$ cat src/rtl/median_window_sched.sv
// Controller for the median-filter datapath: drives a shared 3-input median unit
// from a 3-deep sliding window and returns one registered result per window step.
`timescale 1ns/1ps

module median_window_sched #(
  parameter int WIDTH       = 32,
  parameter int MED_LATENCY = 1,
  parameter int NUM_OUT     = 8533
) (
  input  logic             clk,
  input  logic             rst,
  input  logic             start,
  input  logic             in_valid,
  output logic             in_ready,
  input  logic [WIDTH-1:0] in_data,
  output logic             m_rst_n,
  output logic [WIDTH-1:0] m_word0,
  output logic [WIDTH-1:0] m_word1,
  output logic [WIDTH-1:0] m_word2,
  input  logic [WIDTH-1:0] m_median_word,
  output logic             out_valid,
  input  logic             out_ready,
  output logic [WIDTH-1:0] out_data,
  output logic             busy,
  output logic             done
);

  localparam int              CW        = $clog2(NUM_OUT + 1);
  localparam logic [3:0]      LAT_LAST  = 4'(MED_LATENCY - 1);
  localparam logic [CW-1:0]   NUM_OUT_C = CW'(NUM_OUT);

  typedef enum logic [2:0] {
    IDLE   = 3'd0,
    RST_LO = 3'd1,
    RST_HI = 3'd2,
    FILL   = 3'd3,
    RUN    = 3'd4,
    WAIT   = 3'd5,
    EMIT   = 3'd6,
    DONE   = 3'd7
  } state_t;

  state_t          state_r;
  logic [WIDTH-1:0] w0_r, w1_r, w2_r;
  logic [WIDTH-1:0] out_data_r;
  logic [CW-1:0]   res_cnt_r;
  logic [3:0]      lat_cnt_r;
  logic            fill_cnt_r;
  logic            in_ready_r;
  logic            m_rst_n_r;
  logic            out_valid_r;
  logic            busy_r;
  logic            done_r;

  logic            accept_s;
  logic            out_hs_s;
  logic [CW-1:0]   res_next_s;

  assign accept_s   = in_valid & in_ready_r;
  assign out_hs_s   = out_valid_r & out_ready;
  assign res_next_s = res_cnt_r + CW'(1'b1);

  // Sequencer: state, sliding window, counters and every registered output.
  always_ff @(posedge clk) begin
    if (rst) begin
      state_r     <= IDLE;
      w0_r        <= {WIDTH{1'b0}};
      w1_r        <= {WIDTH{1'b0}};
      w2_r        <= {WIDTH{1'b0}};
      out_data_r  <= {WIDTH{1'b0}};
      res_cnt_r   <= {CW{1'b0}};
      lat_cnt_r   <= 4'd0;
      fill_cnt_r  <= 1'b0;
      in_ready_r  <= 1'b0;
      m_rst_n_r   <= 1'b0;
      out_valid_r <= 1'b0;
      busy_r      <= 1'b0;
      done_r      <= 1'b0;
    end else begin
      case (state_r)
        IDLE: begin
          m_rst_n_r <= 1'b0;
          done_r    <= 1'b0;
          if (start) begin
            state_r    <= RST_LO;
            w0_r       <= {WIDTH{1'b0}};
            w1_r       <= {WIDTH{1'b0}};
            w2_r       <= {WIDTH{1'b0}};
            res_cnt_r  <= {CW{1'b0}};
            fill_cnt_r <= 1'b0;
            busy_r     <= 1'b1;
          end else begin
            busy_r <= 1'b0;
          end
        end
        RST_LO: begin
          m_rst_n_r <= 1'b1;
          state_r   <= RST_HI;
        end
        RST_HI: begin
          in_ready_r <= 1'b1;
          state_r    <= FILL;
        end
        FILL: begin
          if (accept_s) begin
            w2_r <= w1_r;
            w1_r <= w0_r;
            w0_r <= in_data;
            if (fill_cnt_r) begin
              state_r <= RUN;
            end else begin
              fill_cnt_r <= 1'b1;
            end
          end
        end
        RUN: begin
          if (accept_s) begin
            w2_r       <= w1_r;
            w1_r       <= w0_r;
            w0_r       <= in_data;
            lat_cnt_r  <= 4'd0;
            in_ready_r <= 1'b0;
            state_r    <= WAIT;
          end
        end
        WAIT: begin
          // The unit's result is only trustworthy on the final latency cycle.
          if (lat_cnt_r == LAT_LAST) begin
            out_data_r  <= m_median_word;
            out_valid_r <= 1'b1;
            state_r     <= EMIT;
          end else begin
            lat_cnt_r <= lat_cnt_r + 4'd1;
          end
        end
        EMIT: begin
          if (out_hs_s) begin
            res_cnt_r   <= res_next_s;
            out_valid_r <= 1'b0;
            if (res_next_s == NUM_OUT_C) begin
              done_r  <= 1'b1;
              state_r <= DONE;
            end else begin
              in_ready_r <= 1'b1;
              state_r    <= RUN;
            end
          end
        end
        DONE: begin
          done_r    <= 1'b0;
          busy_r    <= 1'b0;
          m_rst_n_r <= 1'b0;
          state_r   <= IDLE;
        end
        default: begin
          state_r     <= IDLE;
          in_ready_r  <= 1'b0;
          m_rst_n_r   <= 1'b0;
          out_valid_r <= 1'b0;
          busy_r      <= 1'b0;
          done_r      <= 1'b0;
        end
      endcase
    end
  end

  assign in_ready  = in_ready_r;
  assign m_rst_n   = m_rst_n_r;
  assign m_word0   = w0_r;
  assign m_word1   = w1_r;
  assign m_word2   = w2_r;
  assign out_valid = out_valid_r;
  assign out_data  = out_data_r;
  assign busy      = busy_r;
  assign done      = done_r;

endmodule
$ cat config.mk
export PLATFORM = sky130hd
export DESIGN_NAME = median_window_sched
export DESIGN_NICKNAME = d
export VERILOG_FILES = /design/src/rtl/median_window_sched.sv
export SDC_FILE = /design/constraint.sdc
export NUM_CORES = 1
export LEC_CHECK = 0
export ABC_CLOCK_PERIOD_IN_PS = 1900
export CORE_MARGIN = 5
export CORE_UTILIZATION = 35
export DETAILED_ROUTE_END_ITERATION = 10
export GPL_ROUTABILITY_DRIVEN = 1
export HOLD_SLACK_MARGIN = 0.06
export PLACE_DENSITY = 0.62
export SYNTH_ARGS = -nofsm -noshare
export SYNTH_HDL_FRONTEND = slang
export SYNTH_SLANG_ARGS = --single-unit
export TNS_END_PERCENT = 100
$ cat constraint.sdc
create_clock -name clk -period 1.9 [get_ports clk]
set_input_delay 0.57 -clock clk [delete_from_list [all_inputs] [get_ports clk]]
set_output_delay 0.57 -clock clk [all_outputs]
set_load 0.01 [all_outputs]
==> results by stage, run 1 <==
Placed design:
- The final weighted congestion in routability-driven placement is 0.7931.
- The HPWL reported at the end of detailed placement is 13170 um.
- The number of cells after detailed placement is 1215.
- The count of port buffers added during placement is 201.
- The area after detailed placement is 8895 sq um.

Hold path:
- The type of the most critical hold path is reg2reg.
- The worst min-delay path startpoint is m_word2[6].

Routing:
- Across all layers, the routed design uses 6276 vias.
- In the routed layout, each cell is associated on average with a via count of 5.033.
- After detailed routing, the number of remaining DRC violations is 0.
- The post-detailed-routing wire length is 18620 um.
- The number of design-rule violations left by the first detailed-router iteration is 300.
- The residual antenna-violating net count after detailed routing is 0.
- The post-detailed-route wirelength per cell is 14.93 um.
- The length of the first detailed-routing pass in iterations is 6.

GRT:
- Global routing used 17.52% of the available tracks across all layers.
- Entering global routing, the biggest net connects 82 pins.
- The number of antenna violations at the first check in global routing is 1.
- Summed over all layers, the global routing overflow is 0.
- The via count of the first global-routing pass was 5870.
- The first-pass GRT wire length is 29440 um.

Timing:
- The worst path needs 1.858 ns of the cycle, external delays included.
- Summed over all failing endpoints, the final setup total negative slack is 0 ns.
- The maximum clock rate is 538.2 MHz.
- After layout, the worst path uses 97.79% of the clock period.
- Setup repair after global routing could not meet its margin everywhere.
- The final setup skew is 0.01309 ns.
- The max-slew violation count is 0.
- At the pin with the least slew margin, the transition time is 0.4899 ns.
- On the final layout, the worst hold slack is 0.4473 ns.
- The final-report setup violation count is 0.
- The final hold violation count was 0.
- In this run the tightest slew margin relative to its limit is 67.34%.

Synth:
- The mapped cell area is 6235 sq um.
- The number of warnings reported in the yosys synthesis log is 0.
- The share of Yosys cell area claimed by the top area cell type is 49.77%.
- The most used flip-flop cell after synthesis is sky130_fd_sc_hd__dfxtp_1.
- Ranked by total cell area, the synthesized netlist is headed by sky130_fd_sc_hd__dfxtp_1 (50%), sky130_fd_sc_hd__a21oi_1 (12%), sky130_fd_sc_hd__nand2_1 (11%), sky130_fd_sc_hd__nand3_1 (8.7%), sky130_fd_sc_hd__clkbuf_1 (2.2%).
- The count of state elements after synthesis is 155.
- After synthesis, the mean cell area works out to 7.912 sq um.
- In the synthesized netlist the async set-or-reset flop fraction comes to 0%.
- Among all cell types in the netlist, the one instantiated most often is sky130_fd_sc_hd__nand2_1.
- The distinct cell type count after synthesis is 49.
- Summing the sequential cell areas from Yosys gives 49.77% of the chip area.
- The number of nets in the synthesized netlist is 861.
- By count the netlist is led by sky130_fd_sc_hd__nand2_1 (177), sky130_fd_sc_hd__dfxtp_1 (155), sky130_fd_sc_hd__a21oi_1 (149), sky130_fd_sc_hd__nand3_1 (109), sky130_fd_sc_hd__clkbuf_1 (37).
- The cell accounting for the most synthesized area is sky130_fd_sc_hd__dfxtp_1.
- Yosys mapped a number of flops with a built-in enable equal to 0.
- The cell count after synthesis came out at 788.

Die:
- The floorplan die area is 20580 sq um.
- The die is 143.5 um tall.
- After floorplanning, the core was sized to cover 17420 sq um.
- In this run the core area contains 48 standard-cell rows.
- The horizontal extent of the die is 143.5 um.
- The initial cell density of the core is 35.80%.
- Pin placement for this block handled 202 I/O pins.

Finish:
- The filler cells instantiated in the layout total 1681.
- The count of antenna diodes in the layout is 0.
- With fillers left out, the area of the finished cells amounts to 9515 sq um.
- After the last flow step, the layout net total stands at 1082.
- The fraction of final layout cells with drive strength greater than 1 is 12.04%.
- The post-layout instance count excluding filler cells is 1247.
- The area added between synthesis and finish is 52.62%.

Setup path:
- On the critical path, the stage with the largest delay is an instance of sky130_fd_sc_hd__dfxtp_2.
- The critical path class is reg2reg.
- The number of buffers and inverters on the critical path is 0.
- The worst setup path is captured at a flip-flop.
- In this run the worst setup path begins at res_cnt_r[1].
- The required time at the worst-slack endpoint is 2.22 ns.
- The kind of cell adding the most delay to the critical path is simple AND/OR/NAND/NOR gates.
- At the worst endpoint, the arrival time is 2.18 ns.
- The signal on the critical path passes through ha_4 -> nand3_2 -> or3_4 -> a2111oi_4 -> nand4_1 -> a221oi_2.
- The startpoint of the worst register-to-register path is res_cnt_r[1].
- The biggest cell delay along the critical path is 0.35 ns.
- The category of the worst setup path launch point is a flip-flop.
- Along the worst path, the maximum fanout reaches 2.

Power:
- Across the VDD grid, the largest voltage drop is 0.6120 mV.
- The analysis attributes to cell leakage a power of 0.004373 uW.
- Dividing total power by cell area gives a power density of 793.6 nW/um^2.

Clock network:
- The number of clock buffers added by TritonCTS is 17.
- CTS placed an instance of sky130_fd_sc_hd__clkbuf_16 at the clock tree root.
- After clock tree synthesis, the clock-pin slew on the worst setup and hold paths is 0.07 ns.
- The H-tree was split into 4 levels.
- In this run the deepest clock path goes through 2 buffers.
- The clock net in this run drives a total of 155 sinks.
- TritonCTS built the clock tree.
- For the worst-skew pair, the clock arrives at the later sink with an insertion delay of 0.42 ns.
- The number of hold buffers added after CTS was 0.

Flow run:
- The number of maximum-capacitance constraint violations is 0.

Outcome:
- The run finished with clean final reports.
where the power goes:
part / total [uW] / switching [uW] / internal [uW]
sequential: 3290 / 20.5 / 3270
clock: 3430 / 1430 / 2000
combinational: 834 / 467 / 367
per-layer routing:
layer	routed length [um]	GRT usage [%]	vias to the layer above	part of all wire (%)
met5	13	0	-	0.070
li1	-	-	3162	-
met1	8459	22.67	2908	45
met2	8300	27.42	180	45
met3	1470	5.790	24	7.9
met4	371	6.244	2	2.0
worst register-to-register path, stage by stage (launching register included):
cell,delay [ns]
sky130_fd_sc_hd__dfxtp_2,0.35
sky130_fd_sc_hd__ha_4,0.14
sky130_fd_sc_hd__nand3_2,0.08
sky130_fd_sc_hd__or3_4,0.35
sky130_fd_sc_hd__a2111oi_4,0.32
sky130_fd_sc_hd__nand4_1,0.22
sky130_fd_sc_hd__a221oi_2,0.30
final timing paths:
check	depth (start not counted)	endpoint	slack (ns)
worst max-delay path	6	state_r[0]	0.04
worst min-delay path	2	m_word2[6]	0.45
worst max register to register	6	state_r[0]	0.04
worst min register to register	2	m_word2[6]	0.45
layout by cell type, fill, tap and decap left out, types with 2 or more instances in the layout:
cell / netlist / routed
sky130_fd_sc_hd__a211o_1: 3 / 3
sky130_fd_sc_hd__a211oi_1: 7 / 7
sky130_fd_sc_hd__a21oi_1: 149 / 147
sky130_fd_sc_hd__a311oi_1: 2 / 2
sky130_fd_sc_hd__a31oi_1: 4 / 4
sky130_fd_sc_hd__a41oi_1: 4 / 4
sky130_fd_sc_hd__and2_1: 5 / 5
sky130_fd_sc_hd__and3_1: 7 / 6
sky130_fd_sc_hd__buf_12: 0 / 11
sky130_fd_sc_hd__buf_4: 0 / 58
sky130_fd_sc_hd__bufinv_16: 0 / 2
sky130_fd_sc_hd__clkbuf_16: 0 / 17
sky130_fd_sc_hd__clkdlybuf4s50_1: 0 / 71
sky130_fd_sc_hd__clkinv_2: 0 / 2
sky130_fd_sc_hd__clkinv_4: 0 / 2
sky130_fd_sc_hd__clkinvlp_4: 0 / 2
sky130_fd_sc_hd__dfxtp_1: 155 / 150
sky130_fd_sc_hd__dfxtp_2: 0 / 4
sky130_fd_sc_hd__dlygate4sd2_1: 0 / 88
sky130_fd_sc_hd__dlymetal6s2s_1: 0 / 41
sky130_fd_sc_hd__ha_1: 4 / 3
sky130_fd_sc_hd__inv_1: 10 / 10
sky130_fd_sc_hd__inv_6: 0 / 5
sky130_fd_sc_hd__nand2_1: 177 / 177
sky130_fd_sc_hd__nand2b_1: 2 / 2
sky130_fd_sc_hd__nand3_1: 109 / 109
sky130_fd_sc_hd__nand4_1: 6 / 6
sky130_fd_sc_hd__nor2_1: 24 / 23
sky130_fd_sc_hd__nor2b_1: 2 / 2
sky130_fd_sc_hd__nor3_1: 5 / 5
sky130_fd_sc_hd__nor4_1: 3 / 2
sky130_fd_sc_hd__o21ai_0: 12 / 11
sky130_fd_sc_hd__or3_1: 4 / 3
sky130_fd_sc_hd__xnor2_1: 2 / 2
sky130_fd_sc_hd__xor2_1: 3 / 3
layout make-up:
type | instances | area, sq um | area share (%)
sequential | 155 | 3112 | 32.70
multi-input combinational | 556 | 2838 | 29.82
timing repair buffer | 269 | 2650 | 27.85
clock buffer | 18 | 439.2 | 4.615
tap | 225 | 281.5 | 2.959
clock inverter | 14 | 157.7 | 1.657
inverter | 10 | 37.54 | 0.3945
metrics by stage:
step	total power [uW]	utilization, %	worst slack [ns]
2_1_floorplan	3779	-	0.01116
3_3_place_gp	4213	51.07	-0.2729
3_5_place_dp	4211	51.07	-0.2969
4_1_cts	7660	53.92	0.002428
5_1_grt	7862	54.63	-0.02059
6_report	7551	54.63	0.04192
sequential cells by signal, indices dropped and copies added (netlist names):
| signal | flops |
|---|---|
| done | 1 |
| state_r | 3 |
| m_word2 | 32 |
| res_cnt_r | 14 |
| out_valid | 1 |
| m_rst_n | 1 |
| in_ready | 1 |
| fill_cnt_r | 1 |
| lat_cnt_r | 4 |
| busy | 1 |
| m_word0 | 32 |
| m_word1 | 32 |
| out_data | 32 |
kinds of logic after synthesis:
kind of cell | count (synthesis) | synth area share [%]
buf+inv | 77 | 5.699
simple gates | 353 | 25.43
flops | 155 | 49.77
xor+xnor | 5 | 0.7025
compound gates | 194 | 17.60
fa+ha+maj | 4 | 0.8028
timing repair:
item | 4_1_cts | 5_1_grt
pin swaps | 2 | 2
setup buffers | 0 | 0
gates resized for setup | 92 | 51
setup endpoints to repair | 90 | 94
Power figures use the tool's default switching activity.
==> inputs of run 2 (changes only) <==
--- a/config.mk
+++ b/config.mk
@@ -6,7 +6,7 @@
 export NUM_CORES = 1
 export LEC_CHECK = 0
 export ABC_CLOCK_PERIOD_IN_PS = 1900
-export CORE_MARGIN = 5
+export CORE_MARGIN = 2
 export CORE_UTILIZATION = 35
 export DETAILED_ROUTE_END_ITERATION = 10
 export GPL_ROUTABILITY_DRIVEN = 1
==> run 2 against run 1 <==
Compared with the run above: fmax fell by 1.4%; via count fell by 0.97%; sequential share of layout area barely moved; worst hold slack got worse by 0.0012 ns; largest cell class unchanged; highest routed layer is now met4.
==> results by stage, run 2 (same netlist as run 1, synthesis figures left out) <==
Power:
- The clock share of power is 45.5%.
- The power per unit of standard cell area is 792.9 nW/um^2.
- The switching share of power is 25.03%.
- IR analysis of the VDD net gives a maximum drop of 0.6605 mV.
- In this run the power spent charging and discharging nets is 1886 uW.
- For this design the static power due to leakage is 0.004305 uW.
- The fraction of power consumed by combinational cells is 10.7%.
- The sequential share of power is 43.7%.
- The internal power consumption is 5649 uW.

Clock network:
- In this run, CTS created clock tree buffers numbering 17.
- Clock tree synthesis found a total of 155 sinks.
- The root buffer cell is sky130_fd_sc_hd__clkbuf_16.
- The clock latency on the worst-skew pair is 0.42 ns.
- TritonCTS built the clock tree.
- The number of H-tree levels is 4.
- In this run, post-CTS hold repair placed 0 buffers.
- After clock tree synthesis, the clock-pin slew on the worst setup and hold paths is 0.07 ns.
- The worst-case clock buffer depth is 2.

Finish:
- At the end of the flow, the number of nets in the layout was 1076.
- Leaving out fill and tap cells, the most frequent cell in the layout is sky130_fd_sc_hd__nand2_1.
- The post-route netlist has 11.81% of its cells at a drive strength greater than 1.
- At the end of the flow the core is filled with cells to 54.75%.
- 0 antenna diodes ended up in the layout.
- In the layout the commonest cells are sky130_fd_sc_hd__nand2_1 (177), sky130_fd_sc_hd__dfxtp_1 (149), sky130_fd_sc_hd__a21oi_1 (147).
- From synthesis to final layout, the design area changed by 52.42%.

Routing:
- The post-detailed-route wirelength per cell is 14.62 um.
- After detailed routing, the number of remaining DRC violations is 0.
- Summed over all layers, the routed wires come to 18140 um.
- The number of design-rule violations left by the first detailed-router iteration is 336.
- The count of nets left with antenna violations once routing finished came out at 0.
- The routed layout has 6215 vias.
- The first detailed-routing pass ran for 4 iterations.
- After detailed routing, the number of vias per cell comes to 5.008.

Timing:
- The max-slew violation count was 0.
- The minimum clock period is 1.885 ns.
- The final-report setup violation count is 0.
- For the pin with the worst max-slew slack, the measured transition is 0.4870 ns.
- Measured against its own limit, the worst slew margin works out to 67.54%.
- Setup repair after global routing could not meet its margin everywhere.
- The sum of negative setup slack is 0 ns.
- Static timing analysis puts the maximum clock frequency at 530.5 MHz.
- Hold is met by 0.4461 ns.
- After layout, the worst path uses 99.21% of the clock period.
- On the final layout, the worst clock skew is 0.008609 ns.
- The final hold violation count is 0.
- The setup slack of the critical path after layout is 0.01494 ns.

Placed design:
- At the end of routability-driven placement, the weighted congestion stood at 0.7801.
- The count of port buffers added during placement is 201.
- The wire-length estimate of the detail-placed layout is 12240 um.
- Before CTS, the worst setup slack after placement is -0.2746 ns.

Die:
- Pin placement for this block handled 202 I/O pins.
- The initial cell density of the core is 35.92%.
- The standard-cell row count is 48.
- The core area is 17360 sq um.
- The die covers 18900 sq um.
- The die is 137.5 um wide.
- The die height is 137.5 um.

Setup path:
- The count of cells along the worst register-to-register path is 6.
- Of all nets on the critical path, the largest fanout is 2.
- The startpoint of the worst register-to-register path is res_cnt_r[1].
- The critical path class is reg2reg.
- Data arrives at the worst endpoint at 2.22 ns.
- The launch point of the worst path is res_cnt_r[1].
- The required time at the worst-slack endpoint is 2.23 ns.
- In this run the worst setup path terminates at state_r[0].
- The kind of end point of the critical path is a flip-flop.
- The setup slack of the worst register-to-register path is 0.01 ns.
- STA classifies the critical path startpoint as a flip-flop.
- The worst register-to-register path ends at state_r[0].

Flow run:
- The tool flagged a number of max-cap violations equal to 0.

GRT:
- The via count of the first global-routing pass is 5620.
- The number of antenna violations at the first check in global routing is 0.
- The total grt overflow is 0.
- Entering global routing, the biggest net connects 97 pins.
- Across every metal layer, demand over resource in global routing totals 18.91%.
- The first global-routing pass estimated 28390 um of wire.

Outcome:
- The flow ran to the end, and the final reports show no timing, DRC or antenna violations.

Hold path:
- The tightest min-delay check is of the reg2reg type.
[run 2: cell types whose count changed in the layout (fill, tap and decap cells not counted), sizes merged]
cell and change:
dlygate4sd2 -3, inv -3, clkinvlp -2, dlymetal6s2s -3
clkbuf +2, buf -6, clkdlybuf4s50 +6, clkinv +3
[run 2: repair_timing]
| action | CTS | global route |
|---|---|---|
| endpoints found under the hold margin | 0 | 0 |
| gates cloned | 0 | 0 |
| pin swaps | 3 | 8 |
| setup endpoints to repair | 89 | 91 |
| setup buffers | 1 | 2 |
| resized for setup | 90 | 51 |
[run 2: layout make-up]
cell class	instances	area, sq um
Inverter	10	37.54
Timing Repair Buffer	263	2614
Clock inverter	12	138.9
Sequential cell	155	3110
Multi-Input combinational cell	556	2864
Clock buffer	20	456.7
Fill cell	1641	7854
Tap cell	225	281.5
[run 2: power groups by stage]
stage          Combinational [uW]  Clock [uW]  Sequential [uW]
6_report                      808        3430             3300
5_1_grt                       877        3660             3300
4_1_cts                       807        3510             3300
3_5_place_dp                  813           0             3370
3_3_place_gp                  819           0             3370
2_1_floorplan                 415           0             3360
[run 2: worst min-delay path by stage]
stage,cells after the start,startpoint,slack (ns),endpoint
after floorplan,2,m_word2[0],0.48,m_word2[0]
after global placement,2,m_word2[14],0.44,m_word2[14]
after detailed placement,2,m_word2[24],0.44,m_word2[24]
after CTS,2,m_word2[14],0.45,m_word2[14]
after global routing,2,m_word2[11],0.47,m_word2[11]
final,2,m_word2[11],0.45,m_word2[11]
[run 2: worst max-delay path: stages (launching register included)]
cell and delay [ns]:
sky130_fd_sc_hd__dfxtp_2 0.35, sky130_fd_sc_hd__ha_4 0.14, sky130_fd_sc_hd__nand3_2 0.08, sky130_fd_sc_hd__or3_4 0.35, sky130_fd_sc_hd__a2111oi_4 0.35, sky130_fd_sc_hd__nand4_1 0.24
sky130_fd_sc_hd__a221oi_2 0.30
[run 2: routing by layer]
layer	GRT usage (%)	wire length (um)
met4	6.758	330
met3	6.034	1428
met2	28.61	8213
met1	25.28	8173
met5	0	0
[run 2: per-stage QoR]
step	instances	power, uW	instance area, sq um
floorplan	788	3779	6247
global placement	1206	4189	8833
detailed placement	1206	4182	8833
CTS	1239	7609	9340
global route	1241	7837	9503
finish	1241	7535	9503
